--- config.mk ---
export PLATFORM = sky130hd
export DESIGN_NAME = p_multiplier_flat
export DESIGN_NICKNAME = d
export VERILOG_FILES = /design/src/rtl/p_mult_pkg.sv /design/src/rtl/p_multiplier_if.sv /design/src/rtl/p_mult_datapath.sv /design/src/rtl/p_multiplier.sv /design/src/flat_wrapper.sv
export SDC_FILE = /design/constraint.sdc
export NUM_CORES = 1
export LEC_CHECK = 0
export ABC_AREA = 1
export BUFFER_PORTS_ARGS = -buffer_cell sky130_fd_sc_hd__buf_4
export CELL_PAD_IN_SITES_DETAIL_PLACEMENT = 0
export CELL_PAD_IN_SITES_GLOBAL_PLACEMENT = 1
export CORE_ASPECT_RATIO = 0.9
export CORE_UTILIZATION = 35
export DETAILED_ROUTE_END_ITERATION = 10
export PLACE_DENSITY_LB_ADDON = 0.1
export SLEW_MARGIN = 0
export SYNTH_ARGS = -nofsm -noshare
export SYNTH_HDL_FRONTEND = slang
export SYNTH_SLANG_ARGS = --single-unit
--- constraint.sdc ---
create_clock -name clk -period 2.8 [get_ports clk]
set_input_delay 0.14 -clock clk [delete_from_list [all_inputs] [get_ports clk]]
set_output_delay 0.14 -clock clk [all_outputs]
set_load 0.05 [all_outputs]
--- src/rtl/p_mult_pkg.sv ---
// ----------------------------------------------------------------------------
// p_mult_pkg
// Shared definitions for the shift-add multiplier:
//   - state_t       : controller states IDLE / BUSY / DONE
//   - DEFAULT_WIDTH : default operand width, also used by the matrix top
//   - cnt_width()   : bit counter width, clog2(width)+1, so the counter can
//                     hold the value WIDTH itself without wrapping
// Optional feature macro: P_MULT_SIGNED_EN (consumed by p_mult_datapath).
// ----------------------------------------------------------------------------
package p_mult_pkg;

  typedef enum logic [1:0] {
    IDLE = 2'd0,
    BUSY = 2'd1,
    DONE = 2'd2
  } state_t;

  localparam int DEFAULT_WIDTH = 8;

  function automatic int cnt_width(input int width);
    return $clog2(width) + 1;
  endfunction

endpackage

--- src/rtl/p_multiplier_if.sv ---
// ----------------------------------------------------------------------------
// p_multiplier_if
// Handshake/operand bundle of one multiplier instance.
//   input_ready  : operands valid / start request (level), master -> slave
//   a, b         : multiplicand / multiplier, master -> slave
//   output_ready : product valid while a finished result is held, slave -> master
//   product      : registered 2*WIDTH-bit result, slave -> master
// Modports: master (requester, e.g. matrix array or bench), slave (multiplier).
// ----------------------------------------------------------------------------
interface p_multiplier_if
  import p_mult_pkg::*;
#(
  parameter int WIDTH = DEFAULT_WIDTH
);

  logic                   input_ready;
  logic                   output_ready;
  logic [WIDTH-1:0]       a;
  logic [WIDTH-1:0]       b;
  logic [2*WIDTH-1:0]     product;

  modport master (
    output input_ready,
    output a,
    output b,
    input  output_ready,
    input  product
  );

  modport slave (
    input  input_ready,
    input  a,
    input  b,
    output output_ready,
    output product
  );

endinterface

--- src/rtl/p_mult_datapath.sv ---
// ----------------------------------------------------------------------------
// p_mult_datapath
// Radix-2 shift-add datapath: operand registers, accumulator, bit counter and
// the product register. Sequencing comes from the FSM in p_multiplier.
// Ports:
//   clk, reset  : clock, asynchronous active-low reset
//   i_start     : capture operands, clear accumulator and counter
//   i_step      : perform one add/shift iteration
//   i_a, i_b    : operands (sampled only while i_start is high)
//   o_last      : current iteration is the final one (count == WIDTH-1)
//   o_product   : registered result, updated only on the final iteration
// Macro P_MULT_SIGNED_EN: two's complement operands. The multiplicand is
// sign-extended and the partial product of the multiplier MSB is subtracted,
// since that bit carries weight -2^(WIDTH-1).
// ----------------------------------------------------------------------------
module p_mult_datapath
  import p_mult_pkg::*;
#(
  parameter int WIDTH = DEFAULT_WIDTH
) (
  input  logic                 clk,
  input  logic                 reset,
  input  logic                 i_start,
  input  logic                 i_step,
  input  logic [WIDTH-1:0]     i_a,
  input  logic [WIDTH-1:0]     i_b,
  output logic                 o_last,
  output logic [2*WIDTH-1:0]   o_product
);

  localparam int CW = cnt_width(WIDTH);
  localparam int PW = 2 * WIDTH;

  logic [PW-1:0]    r_mcand;
  logic [WIDTH-1:0] r_mplier;
  logic [PW-1:0]    r_acc;
  logic [CW-1:0]    r_cnt;
  logic [PW-1:0]    r_product;

  logic [PW-1:0]    w_a_ext;
  logic [PW-1:0]    w_addend;
  logic [PW-1:0]    w_sum;

  // Extend the multiplicand to full product width.
  always_comb begin
    w_a_ext = {{WIDTH{1'b0}}, i_a};
`ifdef P_MULT_SIGNED_EN
    w_a_ext = {{WIDTH{i_a[WIDTH-1]}}, i_a};
`else
    w_a_ext = {{WIDTH{1'b0}}, i_a};
`endif
  end

  // Final-iteration flag for the controller.
  always_comb begin
    o_last = (r_cnt == CW'(WIDTH - 1));
  end

  // Partial product selection and accumulate (subtract on signed MSB step).
  always_comb begin
    w_addend = {PW{1'b0}};
    w_sum    = r_acc;
    if (r_mplier[0]) begin
      w_addend = r_mcand;
    end else begin
      w_addend = {PW{1'b0}};
    end
`ifdef P_MULT_SIGNED_EN
    if (o_last) begin
      w_sum = r_acc - w_addend;
    end else begin
      w_sum = r_acc + w_addend;
    end
`else
    w_sum = r_acc + w_addend;
`endif
  end

  // Operand, accumulator and counter registers.
  always_ff @(posedge clk or negedge reset) begin
    if (!reset) begin
      r_mcand  <= {PW{1'b0}};
      r_mplier <= {WIDTH{1'b0}};
      r_acc    <= {PW{1'b0}};
      r_cnt    <= {CW{1'b0}};
    end else if (i_start) begin
      r_mcand  <= w_a_ext;
      r_mplier <= i_b;
      r_acc    <= {PW{1'b0}};
      r_cnt    <= {CW{1'b0}};
    end else if (i_step) begin
      r_mcand  <= r_mcand << 1;
      r_mplier <= r_mplier >> 1;
      r_acc    <= w_sum;
      r_cnt    <= r_cnt + CW'(1);
    end
  end

  // Product register: written only when the last partial product lands.
  always_ff @(posedge clk or negedge reset) begin
    if (!reset) begin
      r_product <= {PW{1'b0}};
    end else if (i_step && o_last) begin
      r_product <= w_sum;
    end
  end

  assign o_product = r_product;

endmodule

--- src/rtl/p_multiplier.sv ---
// ----------------------------------------------------------------------------
// p_multiplier
// Sequential WIDTH x WIDTH shift-add multiplier with a level handshake.
// Ports:
//   clk    : rising-edge clock
//   bus    : p_multiplier_if.slave (input_ready, a, b, output_ready, product)
//   reset  : asynchronous active-low reset; aborts any operation at once
// Flow: IDLE --input_ready--> BUSY (WIDTH steps) --> DONE, held while
// input_ready stays high; a low input_ready returns to IDLE, so a
// continuously asserted request yields exactly one computation.
// Macro P_MULT_SIGNED_EN: two's complement arithmetic (see p_mult_datapath).
// ----------------------------------------------------------------------------
module p_multiplier
  import p_mult_pkg::*;
#(
  parameter int WIDTH = DEFAULT_WIDTH
) (
  input  logic             clk,
  p_multiplier_if.slave    bus,
  input  logic             reset
);

  state_t r_state;
  state_t w_next_state;
  logic   r_out_ready;
  logic   w_start;
  logic   w_step;
  logic   w_last;

  // State register.
  always_ff @(posedge clk or negedge reset) begin
    if (!reset) begin
      r_state <= IDLE;
    end else begin
      r_state <= w_next_state;
    end
  end

  // Next-state and datapath control decode.
  always_comb begin
    w_next_state = r_state;
    w_start      = 1'b0;
    w_step       = 1'b0;
    case (r_state)
      IDLE: begin
        if (bus.input_ready) begin
          w_start      = 1'b1;
          w_next_state = BUSY;
        end else begin
          w_next_state = IDLE;
        end
      end
      BUSY: begin
        w_step = 1'b1;
        if (w_last) begin
          w_next_state = DONE;
        end else begin
          w_next_state = BUSY;
        end
      end
      DONE: begin
        if (bus.input_ready) begin
          w_next_state = DONE;
        end else begin
          w_next_state = IDLE;
        end
      end
      default: begin
        w_next_state = IDLE;
      end
    endcase
  end

  // Registered valid flag, high exactly while the FSM sits in DONE.
  always_ff @(posedge clk or negedge reset) begin
    if (!reset) begin
      r_out_ready <= 1'b0;
    end else begin
      r_out_ready <= (w_next_state == DONE);
    end
  end

  p_mult_datapath #(
    .WIDTH (WIDTH)
  ) u_datapath (
    .clk       (clk),
    .reset     (reset),
    .i_start   (w_start),
    .i_step    (w_step),
    .i_a       (bus.a),
    .i_b       (bus.b),
    .o_last    (w_last),
    .o_product (bus.product)
  );

  assign bus.output_ready = r_out_ready;

endmodule

--- src/flat_wrapper.sv ---
// flat-port wrapper written by rule: the top's interface ports become plain ports
module p_multiplier_flat import p_mult_pkg::*;
#(
  parameter int WIDTH = DEFAULT_WIDTH
)
  (clk, reset, bus_input_ready, bus_a, bus_b, bus_output_ready, bus_product);
  p_multiplier_if #(.WIDTH(WIDTH)) bus_i ();
  input  logic clk;
  input  logic reset;
  input wire logic [$bits(bus_i.input_ready)-1:0] bus_input_ready;
  input wire logic [$bits(bus_i.a)-1:0] bus_a;
  input wire logic [$bits(bus_i.b)-1:0] bus_b;
  output wire logic [$bits(bus_i.output_ready)-1:0] bus_output_ready;
  output wire logic [$bits(bus_i.product)-1:0] bus_product;
  assign bus_i.input_ready = bus_input_ready;
  assign bus_i.a = bus_a;
  assign bus_i.b = bus_b;
  assign bus_output_ready = bus_i.output_ready;
  assign bus_product = bus_i.product;
  p_multiplier #(.WIDTH(WIDTH)) u_core (.clk(clk), .bus(bus_i), .reset(reset));
endmodule
# Yosys cells after proc, flatten, opt, wreduce, memory -nomap -nowiden
# Cells that the tools add are included.
# W data, S select, Z words.
[word_totals]
register_bits = 63
output_inout_bits = 17
wordCells = 32
input_bits = 19
[classes]
reduce_logical = 3
muxes = 16
eq_ne = 4
add_sub_neg = 2
[op_table]
columns = ["op", "n"]
rows = [
  ["$mux W16", 5],
  ["$add A16 B16 Y16", 1],
  ["$mux W8", 2],
  ["$mux W4", 2],
  ["$pmux W2 S3", 1],
  ["$add A4 B1 Y4 const B", 1],
  ["$eq A2 B2 Y1 const B", 2],
  ["$eq A4 B3 Y1 const B", 1],
  ["$mux W1", 4],
  ["$mux W2", 2],
  ["$eq A2 B1 Y1 const B", 1],
  ["$logic_not A2 Y1", 1],
  ["$reduce_bool A2 Y1", 1],
  ["$logic_and A1 B1 Y1", 1],
]

# Depth between registers and ports, before layout
# Gate-level depths: netlist of run 1.
[logic_depth]
ltp_word = 4
depth_mapped = 14
ltp_nobuf = 13

# By module
# A second synthesis of run 1 with hierarchy kept.
[unflattened]
hier_cells = 467
area_unflattened_um2 = 3532.1
[modules_own_cells]
columns = ["mod", "seq_area_each_um2", "area_per_inst_um2", "instances", "cells_per_inst"]
rows = [
  ["p_mult_datapath", 1501.4, 3404.5, 1, 451],
  ["p_multiplier", 75.1, 127.6, 1, 16],
]

# Worst setup path after synthesis of run 1
# OpenSTA, ideal clock, no wires.
[synth_timing]
path_type = "flip-flop to flip-flop"
start = "reg u_core.u_datapath.r_mplier[0]"
end = "reg u_core.u_datapath.r_product[7] (netlist: u_core.u_datapath.o_product[7])"
period_less_slack_ns = 1.883
path_slack_ns = 0.917
n_path_buf = 2
required_time_ns = 2.682
setup_ns = 0.118
arrival_ns = 1.765
path_stages_with_launch = 13
path_cell_list = "dfrtp_1 > buf_2 > clkbuf_1 > nand2_1 > inv_1 > ha_1 > nand2_1 > inv_1 > a21oi_1 > nand2_1 > or2_1 > nand3_1 > nand2_1"
[synth_via]
elab_chain_cells = 2
[synth_lines]
columns = ["item", "line_no", "rtl"]
rows = [
  ["start, declared", "p_mult_datapath.sv:35", "logic [WIDTH-1:0] r_mplier;"],
  ["start signal, assigned", "p_mult_datapath.sv:83", "r_mplier <= {WIDTH{1'b0}};"],
  ["start signal, assigned", "p_mult_datapath.sv:88", "r_mplier <= i_b;"],
  ["start signal, assigned", "p_mult_datapath.sv:93", "r_mplier <= r_mplier >> 1;"],
  ["$mux W16", "p_mult_datapath.sv:63", "if (r_mplier[0]) begin"],
  ["$add A16 B16 Y16", "p_mult_datapath.sv:75", "w_sum = r_acc + w_addend;"],
  ["end signal, assigned", "p_mult_datapath.sv:102", "r_product <= {PW{1'b0}};"],
  ["end signal, assigned", "p_mult_datapath.sv:104", "r_product <= w_sum;"],
  ["end, declared", "p_mult_datapath.sv:38", "logic [PW-1:0] r_product;"],
]
# No other way between the ends.
# A chain may end at the register's enable or synchronous reset.

# Final worst setup path of run 1
[layout_timing]
start = "reg u_core.u_datapath.r_mplier[0]"
end = "reg u_core.u_datapath.r_acc[10]"
[layout_via]
elab_chain_cells = 4
[layout_lines]
columns = ["item", "line_no", "rtl"]
rows = [
  ["$mux W16", "p_mult_datapath.sv:63", ""],
  ["$add A16 B16 Y16", "p_mult_datapath.sv:75", ""],
  ["$mux W16", "p_mult_datapath.sv:91", "end else if (i_step) begin"],
  ["$mux W16", "p_mult_datapath.sv:86", "end else if (i_start) begin"],
  ["end signal, assigned", "p_mult_datapath.sv:84", "r_acc <= {PW{1'b0}};"],
  ["end signal, assigned", "p_mult_datapath.sv:89", "r_acc <= {PW{1'b0}};"],
  ["end signal, assigned", "p_mult_datapath.sv:94", "r_acc <= w_sum;"],
  ["end, declared", "p_mult_datapath.sv:36", "logic [PW-1:0] r_acc;"],
]
# No other way between the ends. The select of a mux whose other input is x is not followed.

==> flow_summary.json, run 1 <==
{
  "grt_antenna_before_repair": 0,
  "yosysMostFrequentCell": "nand2_1",
  "yosysUniqueCellTypes": 33,
  "synth_top_family_by_area": "simple AND/OR/NAND/NOR gates",
  "core_area_sq_um": 9740,
  "syn_inst": 454,
  "cts_tree": "built",
  "cp_slowest_cell": "dfrtp_1",
  "synth_top_area_share_pct": 44.7,
  "outcome": "completed",
  "dp_hpwl_mm": 5.83,
  "portBuffers": 35,
  "insertion_delay_ns": 0.36,
  "maxCapViolCount": 0,
  "synth.area.top_cells": "dfrtp_1 45%, nand2_1 19%, inv_1 7.9%",
  "cp_common_cell": "nand2_1",
  "synthToLayoutAreaGrowth_pct": 20.2,
  "p_per_area_nw_per_um2": 1000,
  "cp_data_required_time_ns": 3.04,
  "ys_seq_elements": 63,
  "worstSetupEndpointType": "flop",
  "fin_crit_ns": 2.14,
  "yosys_most_used_dff": "dfrtp_1",
  "fillers": 1014,
  "setup.worst_path.start_class": "flop",
  "synthMuxAreaShare_pct": 0,
  "cts_sinks": 63,
  "critPathMaxStageDelay_ns": 0.54,
  "postCtsSetupBuffers": 0,
  "crit_chain": "nand2_1 -> inv_1 -> ha_1 -> fa_1 -> nand2_1 -> nand2_1 -> nand3b_1 -> nand2_1 -> nand2_1 -> nand3b_1 -> nand3_1 -> nand2_1",
  "grt_pass1_wl_mm": 14.4,
  "synth_warnings": 0,
  "num_antenna_cells": 0,
  "cts-root-buf": "clkbuf_8",
  "rsz0062_at_grt": "no",
  "synthSimpleGateAreaFrac_pct": 27.6,
  "setup_viol": 0,
  "grt.total_usage_pct": 18.2,
  "timing.setup.tns_ns": 0,
  "clkTransAtPathRegs_ns": 0.08,
  "cts.path.max_buffers": 2,
  "synthAdderAreaFrac_pct": 6.24,
  "synth_compound_area_share_pct": 9.07,
  "fmax_ghz": 0.466,
  "synth_edf_count": 0,
  "skew_ns": 0.00919,
  "syn-num-nets": 490,
  "firstDrtPassIters": 4,
  "postRouteAntennaNets": 0,
  "synth_xor_area_share_pct": 1.24,
  "synth_area_per_cell_sq_um": 7.77,
  "grt_pass1_vias": 3038,
  "synth_area_leader_cell": "dfrtp_1",
  "syn_area_sq_um": 3530,
  "synthTopCellsByCount": "175 x nand2_1, 74 x inv_1, 63 x dfrtp_1",
  "critical_path_class": "reg2reg",
  "htreeDepth": 3,
  "yosysSeqAreaShare_pct": 44.7,
  "gp_congestion": 0.757,
  "fp.dieArea_sq_um": 10500,
  "wl_per_cell_um": 13.3,
  "grt_start_max_net_pins": 64,
  "die_w_um": 108,
  "period_share_pct": 76.6,
  "slew_violations": 0,
  "fp-row-count": 34,
  "drive_above_1_share_pct": 12.2,
  "synth-async-reset-ratio_pct": 100,
  "cp_data_arrival_time_ns": 2.39,
  "critPathMaxFanout": 17,
  "max_slew_margin_pct": 43.6,
  "hold_class": "in2reg",
  "peakVddDrop_uv": 556,
  "grt_overflow": 0,
  "tightest_slew_ns": 0.846,
  "nets": 540,
  "die_h_um": 97.3,
  "wirelength_mm": 8.43,
  "numCtsBuffers": 9,
  "viasPerCell": 4.57,
  "vias": 2903,
  "start_util_pct": 36.2,
  "place_area_sq_um": 3860,
  "ios": 36,
  "route.detailed.drc": 0,
  "leakage_nw": 2.42,
  "hold_viol": 0,
  "drtIter0Drc": 84,
  "final_cell_area_sq_um": 4240
}
==> area by class of cell <==
cell class / instances / area, sq um / share of cell area [%]
multi-input combinational: 299 / 1560 / 36.7
tap: 126 / 158 / 3.71
inverter: 79 / 299 / 7.05
sequential: 63 / 1580 / 37.1
timing repair buffer: 52 / 430 / 10.1
clock buffer: 11 / 141 / 3.33
clock inverter: 5 / 81.3 / 1.92
==> per-stage QoR <==
step	util (%)	setup slack [ns]	std cells	total power (W)	hold slack, ns
2_1_floorplan	-	0.917	454	0.00292	-0.156
3_3_place_gp	39.6	0.662	603	0.00336	0.294
3_5_place_dp	39.6	0.641	603	0.00338	0.295
4_1_cts	43.6	0.625	635	0.00432	0.0119
5_1_grt	43.6	0.440	635	0.00462	0.0323
6_report	43.6	0.655	635	0.00426	0.0380
==> where the power goes <==
group / internal, W / switching [W]
registers: 0.00127 / 0.000224
clock network: 0.000526 / 0.000374
logic: 0.000630 / 0.00124
total: 0.00242 / 0.00184
==> metal layers <==
metal  vias up  track usage (%)  routed length, um
met4         0             6.64                136
li1       1534                -                  -
met5         -                0                  0
met3        13             4.49                266
met1      1310             24.7               4390
met2        46             28.1               3640
==> final timing paths <==
path / from / end / slack, ns / cells after the start
worst max-delay path: u_core.u_datapath.r_mplier[0] / u_core.u_datapath.r_acc[10] / 0.66 / 12
worst min-delay path: bus_b[0] / u_core.u_datapath.r_mplier[0] / 0.04 / 3
worst max register to register: u_core.u_datapath.r_mplier[0] / u_core.u_datapath.r_acc[10] / 0.66 / 12
worst min register to register: u_core.u_datapath.o_product[1] / u_core.u_datapath.o_product[1] / 0.48 / 2
max in group asynchronous: reset / u_core.u_datapath.r_mcand[7] / 1.82 / 2
min in group asynchronous: reset / u_core.u_datapath.o_product[5] / 0.42 / 2
==> worst max-delay path, delay by kind of cell (launching register included) <==
kind / cells / cell delay (ns)
buffers and inverters: 1 / 0.05
adders and majority gates: 2 / 0.60
DFF: 1 / 0.54
and+or+nand+nor: 9 / 0.84
==> timing repair <==
item	in CTS	in global routing
endpoints found under the hold margin	78	0
gates resized for setup	0	0
hold buffers	16	0
==> cells by family (layout without fill, tap and decap cells) <==
logic type               count (synthesis)  count (layout)
flip-flops                              63              63
XOR/XNOR                                 5               5
adder cells (fa/ha/maj)                 17              17
buffers and inverters                   92             147
AND/OR/NAND/NOR                        233             233
AO/OA/AOI/OAI                           44              44
==> layout by cell type, fill, tap and decap left out, types with 5 or more instances in the layout <==
| cell | synthesis | layout |
|---|---|---|
| a22o_1 | 5 | 5 |
| dfrtp_1 | 63 | 63 |
| nor2_1 | 12 | 12 |
| or2_1 | 5 | 5 |
| o22ai_1 | 7 | 7 |
| ha_1 | 16 | 16 |
| buf_4 | 4 | 36 |
| a21oi_1 | 8 | 8 |
| inv_1 | 74 | 74 |
| clkbuf_8 | 0 | 10 |
| nand2_1 | 175 | 175 |
| dlygate4sd3_1 | 0 | 16 |
| o221ai_1 | 13 | 13 |
| nand3_1 | 28 | 28 |
==> state kept, by name, summed over array words and instances (netlist names) <==
signal and count:
u_core.u_datapath.o_product 16, u_core.u_datapath.r_mcand 16, u_core.bus.output_ready 1, u_core.r_state 2, u_core.u_datapath.r_mplier 8, u_core.u_datapath.r_acc 16
u_core.u_datapath.r_cnt 4
Power figures use the tool's default switching activity.
==> run 2: changes to the inputs <==
--- a/config.mk
+++ b/config.mk
@@ -5,7 +5,7 @@
 export SDC_FILE = /design/constraint.sdc
 export NUM_CORES = 1
 export LEC_CHECK = 0
-export ABC_AREA = 1
+export ABC_AREA = 0
 export BUFFER_PORTS_ARGS = -buffer_cell sky130_fd_sc_hd__buf_4
 export CELL_PAD_IN_SITES_DETAIL_PLACEMENT = 0
 export CELL_PAD_IN_SITES_GLOBAL_PLACEMENT = 1
==> constraint.sdc (replaced) <==
create_clock -name clk -period 1.85 [get_ports clk]
set_input_delay 0.0925 -clock clk [delete_from_list [all_inputs] [get_ports clk]]
set_output_delay 0.0925 -clock clk [all_outputs]
set_load 0.05 [all_outputs]
==> flow_summary.json, run 2 <==
{
  "fp-row-count": 33,
  "wl_met3_um": 231,
  "grt.total_usage_pct": 18.1,
  "wl_met1_mm": 4.19,
  "insertion_delay_ns": 0.35,
  "numCtsBuffers": 9,
  "finalNonFillerCells": 530,
  "maxCapViolCount": 0,
  "grt_start_max_net_pins": 64,
  "wl_met2_mm": 3.86,
  "cts-root-buf": "clkbuf_8",
  "dp_slack_ns": -0.461,
  "grt_overflow": 0,
  "synth-async-reset-ratio_pct": 100,
  "power.total_w": 0.00742,
  "core_area_sq_um": 9250,
  "top_layer": "met4",
  "fin_ws_ns": -0.392,
  "portBuffers": 35,
  "synth_edf_count": 0,
  "htreeDepth": 3,
  "synth.area.top_cells": "dfrtp_1 47%, a22o_1 7.0%, ha_1 5.9%",
  "critPathMaxStageDelay_ns": 0.45,
  "cts_tree": "built",
  "syn-num-nets": 348,
  "critical_path_class": "reg2reg",
  "timing.setup.tns_ns": -6.12,
  "tightest_slew_ns": 0.803,
  "synth_area_per_cell_sq_um": 10.9,
  "nets": 439,
  "start_util_pct": 36.6,
  "synth_top_area_share_pct": 46.5,
  "dp_hpwl_mm": 5.53,
  "seq_area_sq_um": 1580,
  "grt_pass1_wl_mm": 14.0,
  "synth_area_leader_cell": "dfrtp_1",
  "yosys_most_used_dff": "dfrtp_1",
  "setup.worst_path.start_class": "flop",
  "yosysSeqAreaShare_pct": 46.5,
  "peakVddDrop_uv": 668,
  "critPathMaxFanout": 6,
  "r2r-start": "u_core.u_datapath.r_mplier[0]",
  "die_w_um": 106,
  "slew_violations": 0,
  "grt_pass1_vias": 2766,
  "setup_viol": 24,
  "synth_warnings": 0,
  "fin_crit_ns": 2.24,
  "layout_common_cells": "95 x buf_4, 62 x dfrtp_1, 27 x a22o_1",
  "synthTopCellsByCount": "63 x dfrtp_1, 30 x a21oi_1, 27 x a22o_1",
  "cts_sinks": 63,
  "num_antenna_cells": 0,
  "hold_class": "in2reg",
  "crit_chain": "and2_4 -> ha_4 -> fa_2 -> a21o_1 -> nand3_2 -> a31oi_4 -> a311oi_2 -> xnor2_1 -> mux2_2",
  "cp_data_required_time_ns": 2.09,
  "synthToLayoutAreaGrowth_pct": 43.1,
  "max_slew_margin_pct": 46.5,
  "grt_antenna_before_repair": 0,
  "cp-startpoint": "u_core.u_datapath.r_mplier[0]",
  "violations": "negative setup slack",
  "hold_viol": 0,
  "skew_ns": 0.0158,
  "cp_data_arrival_time_ns": 2.48,
  "rsz0062_at_grt": "yes",
  "postRouteAntennaNets": 0,
  "drive_above_1_share_pct": 45.6,
  "cp_slowest_cell": "dfrtp_2",
  "ys_seq_elements": 63,
  "ios": 36,
  "fillers": 888,
  "fmax_ghz": 0.446,
  "fp.dieArea_sq_um": 10100,
  "r2r_slack_ns": -0.39,
  "r2r_cells": 9,
  "worstSetupEndpointType": "flop",
  "yosysUniqueCellTypes": 42,
  "syn_inst": 312,
  "leakage_nw": 2.18,
  "yosysMostFrequentCell": "dfrtp_1",
  "outcome": "finished with violations",
  "vias": 2733,
  "clkTransAtPathRegs_ns": 0.08,
  "final_common_cell": "buf_4",
  "period_share_pct": 121,
  "wirelength_mm": 8.39,
  "syn_area_sq_um": 3390,
  "viasPerCell": 5.16,
  "multi_input_area_sq_um": 2140,
  "route.detailed.drc": 0,
  "cts.path.max_buffers": 2,
  "p_per_area_nw_per_um2": 1530,
  "gp_congestion": 0.787,
  "rr_endpoint": "u_core.u_datapath.o_product[14]",
  "wl_per_cell_um": 15.8,
  "endpoint": "u_core.u_datapath.o_product[14]",
  "die_h_um": 95.3,
  "drtIter0Drc": 102,
  "firstDrtPassIters": 4,
  "place_inst": 505
}
## run 2: changes by cell type after synthesis, sizes merged, moves of 13 or more
cell,change
a21oi,+23
a22o,+22
a22oi,+13
and2,+17
inv,-77
mux2,+17
nand2,-163
nand3,-24
nor2b,+19
o21ai,+18
o221ai,-13
## run 2: worst min path at each step
stage	from	end	slack [ns]	depth (start not counted)
after CTS	bus_b[3]	u_core.u_datapath.r_mplier[3]	0.02	3
after global routing	bus_a[7]	u_core.u_datapath.r_mcand[7]	0.02	3
final	bus_b[7]	u_core.u_datapath.r_mplier[7]	0.03	3
after global placement	reset	u_core.u_datapath.r_mcand[14]	0.25	1
after detailed placement	reset	u_core.u_datapath.r_mcand[15]	0.25	1
after floorplan	reset	u_core.bus.output_ready	-0.20	0
## run 2: logic make-up after synthesis
kind of cell	synth area share, %
AOI/OAI and AO/OA	23.8
xor gates and xnor gates	3.88
adders and majority gates	6.50
buffers and inverters	2.29
DFF	46.5
muxes	6.17
and+or+nand+nor	10.8
## run 2: final cells by class
| class | count | area share, % |
|---|---|---|
| sequential | 63 | 32.6 |
| multi-input combinational | 229 | 44.2 |
| clock inverter | 5 | 1.68 |
| clock buffer | 11 | 2.92 |
| tap | 122 | 3.15 |
| inverter | 2 | 0.155 |
| timing repair buffer | 98 | 15.4 |
## run 2: worst max-delay path: cells and delay by family, from the launching register on
kind                       cells  cell delay [ns]
AOI/OAI and AO/OA              3             0.56
xor gates and xnor gates       1             0.12
adders and majority gates      2             0.48
DFF                            1             0.45
muxes                          1             0.27
and+or+nand+nor                2             0.26
## run 2: metal layers
layer | vias to the layer above | GRT usage, %
li1 | 1330 | -
met5 | - | 0
met4 | 0 | 6.60
met1 | 1351 | 24.3
met2 | 44 | 29.2
met3 | 8 | 3.69
## run 2: through the flow
stage                     utilization [%]  hold WS [ns]  instance area (sq um)
after global routing                 52.4        0.0239                   4850
final                                52.4        0.0298                   4850
after floorplan                         -        -0.203                   3600
after CTS                            50.5        0.0169                   4670
after detailed placement             47.1         0.253                   4350
after global placement               47.1         0.254                   4350
## run 2: report_power, final
group / switching (W) / leakage [nW] / total (W) / internal (W)
Sequential: 0.000397 / 0.829 / 0.00230 / 0.00190
Combinational: 0.00192 / 1.24 / 0.00374 / 0.00182
Clock: 0.000575 / 0.110 / 0.00137 / 0.000796
Total: 0.00290 / 2.18 / 0.00742 / 0.00452
## run 2: what timing repair did
item                                    4_1_cts  5_1_grt
endpoints found under the hold margin        63        0
gates cloned                                  0        0
hold buffers                                  1        0
resized for setup                            10       25
buffers inserted                              4        4
endpoints found under the setup margin       24       25
pin swaps                                    12       15
==> run 3: changes to the inputs <==
--- a/config.mk
+++ b/config.mk
@@ -11,8 +11,9 @@
 export CELL_PAD_IN_SITES_GLOBAL_PLACEMENT = 1
 export CORE_ASPECT_RATIO = 0.9
 export CORE_UTILIZATION = 35
+export CTS_CLUSTER_SIZE = 40
 export DETAILED_ROUTE_END_ITERATION = 10
-export PLACE_DENSITY_LB_ADDON = 0.1
+export PLACE_DENSITY_LB_ADDON = 0.08
 export SLEW_MARGIN = 0
 export SYNTH_ARGS = -nofsm -noshare
 export SYNTH_HDL_FRONTEND = slang
==> flow_summary.json, run 3 (synthesis results as in run 2) <==
{
  "dp_hpwl_mm": 5.85,
  "seq_area_sq_um": 1580,
  "outcome": "finished with violations",
  "cp_data_required_time_ns": 2.08,
  "crit_chain": "and2_4 -> ha_4 -> fa_2 -> a21o_1 -> nand3_2 -> a31oi_4 -> a311oi_2 -> xnor2_1 -> mux2_2",
  "drtIter0Drc": 54,
  "max_slew_margin_pct": 68.5,
  "firstDrtPassIters": 4,
  "critical_path_class": "reg2reg",
  "numCtsBuffers": 9,
  "grt_antenna_before_repair": 0,
  "fp.dieArea_sq_um": 10100,
  "grt_pass1_vias": 2895,
  "ios": 36,
  "route.detailed.drc": 0,
  "die_h_um": 95.3,
  "grt_overflow": 0,
  "maxCapViolCount": 0,
  "fmax_ghz": 0.451,
  "rsz0062_at_grt": "yes",
  "leakage_nw": 2.17,
  "insertion_delay_ns": 0.34,
  "critPathMaxFanout": 6,
  "worstSetupEndpointType": "flop",
  "hold_class": "in2reg",
  "die_w_um": 106,
  "synthToLayoutAreaGrowth_pct": 42.9,
  "fin_ws_ns": -0.366,
  "fin_crit_ns": 2.22,
  "clkTransAtPathRegs_ns": 0.07,
  "htreeDepth": 3,
  "postRouteAntennaNets": 0,
  "skew_ns": 0.00823,
  "holdPathStages": 3,
  "setup_viol": 25,
  "drive_above_1_share_pct": 45.3,
  "r2r_slack_ns": -0.37,
  "r2r_cells": 9,
  "vias": 2724,
  "wirelength_mm": 8.67,
  "final_common_cell": "buf_4",
  "portBuffers": 35,
  "cts.path.max_buffers": 2,
  "critPathMaxStageDelay_ns": 0.44,
  "grt_pass1_wl_mm": 14.4,
  "power.total_w": 0.00741,
  "tightest_slew_ns": 0.472,
  "viasPerCell": 5.14,
  "slew_violations": 0,
  "cts_tree": "built",
  "dp_slack_ns": -0.447,
  "fp-row-count": 33,
  "r2r-start": "u_core.u_datapath.r_mplier[0]",
  "num_antenna_cells": 0,
  "setup.worst_path.start_class": "flop",
  "cp_slowest_cell": "dfrtp_2",
  "hold_viol": 0,
  "grt.total_usage_pct": 18.8,
  "peakVddDrop_uv": 783,
  "hp-start": "bus_a[2]",
  "cts-root-buf": "clkbuf_8",
  "wl_per_cell_um": 16.4,
  "gp_congestion": 0.829,
  "multi_input_area_sq_um": 2130,
  "layout_common_cells": "94 x buf_4, 62 x dfrtp_1, 27 x a22o_1",
  "p_per_area_nw_per_um2": 1530,
  "whs_endpoint": "u_core.u_datapath.r_mcand[2]",
  "grt_start_max_net_pins": 41,
  "nets": 439,
  "cp_data_arrival_time_ns": 2.45,
  "core_area_sq_um": 9250,
  "fillers": 855,
  "cts_sinks": 63,
  "violations": "negative setup slack",
  "start_util_pct": 36.6,
  "period_share_pct": 120,
  "rr_endpoint": "u_core.u_datapath.o_product[14]"
}
==> run 3: cell types whose count changed in the layout (fill, tap and decap cells not counted), sizes merged <==
| cell | change |
|---|---|
| clkinvlp | -1 |
| clkinv | -1 |
| clkbuf | +2 |
==> run 3: through the flow <==
step	cells	hold WS (ns)	util (%)	setup TNS, ns	cell area (sq um)
after global routing	530	0.0374	52.3	-7.58	4840
after CTS	527	0.0124	51.3	-5.11	4750
after global placement	508	0.0598	47.4	-6.04	4390
final	530	0.0233	52.3	-5.39	4840
after floorplan	312	-0.203	-	-3.17	3600
after detailed placement	508	0.0557	47.4	-6.67	4390
==> run 3: worst max-delay path, delay by kind of cell, from the launching register on <==
| family | cells | cell delay (ns) |
|---|---|---|
| AOI/OAI and AO/OA | 3 | 0.55 |
| adders and majority gates | 2 | 0.49 |
| DFF | 1 | 0.44 |
| muxes | 1 | 0.27 |
| and+or+nand+nor | 2 | 0.24 |
| xor gates and xnor gates | 1 | 0.12 |
==> run 3: timing repair <==
| action | CTS | global route |
|---|---|---|
| resized for setup | 19 | 12 |
| setup buffers | 2 | 3 |
| endpoints found under the hold margin | 28 | 0 |
| setup endpoints to repair | 24 | 25 |
| gates cloned | 0 | 0 |
| pin swaps | 8 | 6 |
| hold buffers | 1 | 0 |
==> run 3: how the worst max path moves through the flow <==
stage | cells after the start | end | slack (ns) | from
floorplan | 9 | u_core.u_datapath.o_product[14] | -0.31 | u_core.u_datapath.r_mplier[0]
global placement | 9 | u_core.u_datapath.o_product[14] | -0.41 | u_core.u_datapath.r_mplier[0]
detailed placement | 8 | u_core.u_datapath.o_product[13] | -0.45 | u_core.u_datapath.r_mplier[0]
CTS | 9 | u_core.u_datapath.o_product[14] | -0.39 | u_core.u_datapath.r_mplier[0]
global route | 9 | u_core.u_datapath.o_product[14] | -0.46 | u_core.u_datapath.r_mplier[0]
finish | 9 | u_core.u_datapath.o_product[14] | -0.37 | u_core.u_datapath.r_mplier[0]
==> run 3: layout make-up <==
class | count | area share, %
clock buffer | 13 | 3.28
clock inverter | 3 | 1.34
inverter | 2 | 0.155
multi-input combinational | 229 | 43.9
sequential | 63 | 32.6
tap | 122 | 3.15
timing repair buffer | 98 | 15.5
==> run 3: report_power, final <==
group,switching [W],total (W),leakage [nW],internal (W)
Sequential,0.000399,0.00230,0.829,0.00191
Clock,0.000550,0.00138,0.114,0.000832
Combinational,0.00194,0.00373,1.23,0.00179
Total,0.00289,0.00741,2.17,0.00452
==> run 3: per-layer routing <==
layer	up-vias	track usage, %	part of all wire (%)
met5	-	0	0
met3	16	3.90	3.0
met1	1332	24.0	48
met2	49	31.3	47
li1	1327	-	-
met4	0	7.29	1.8
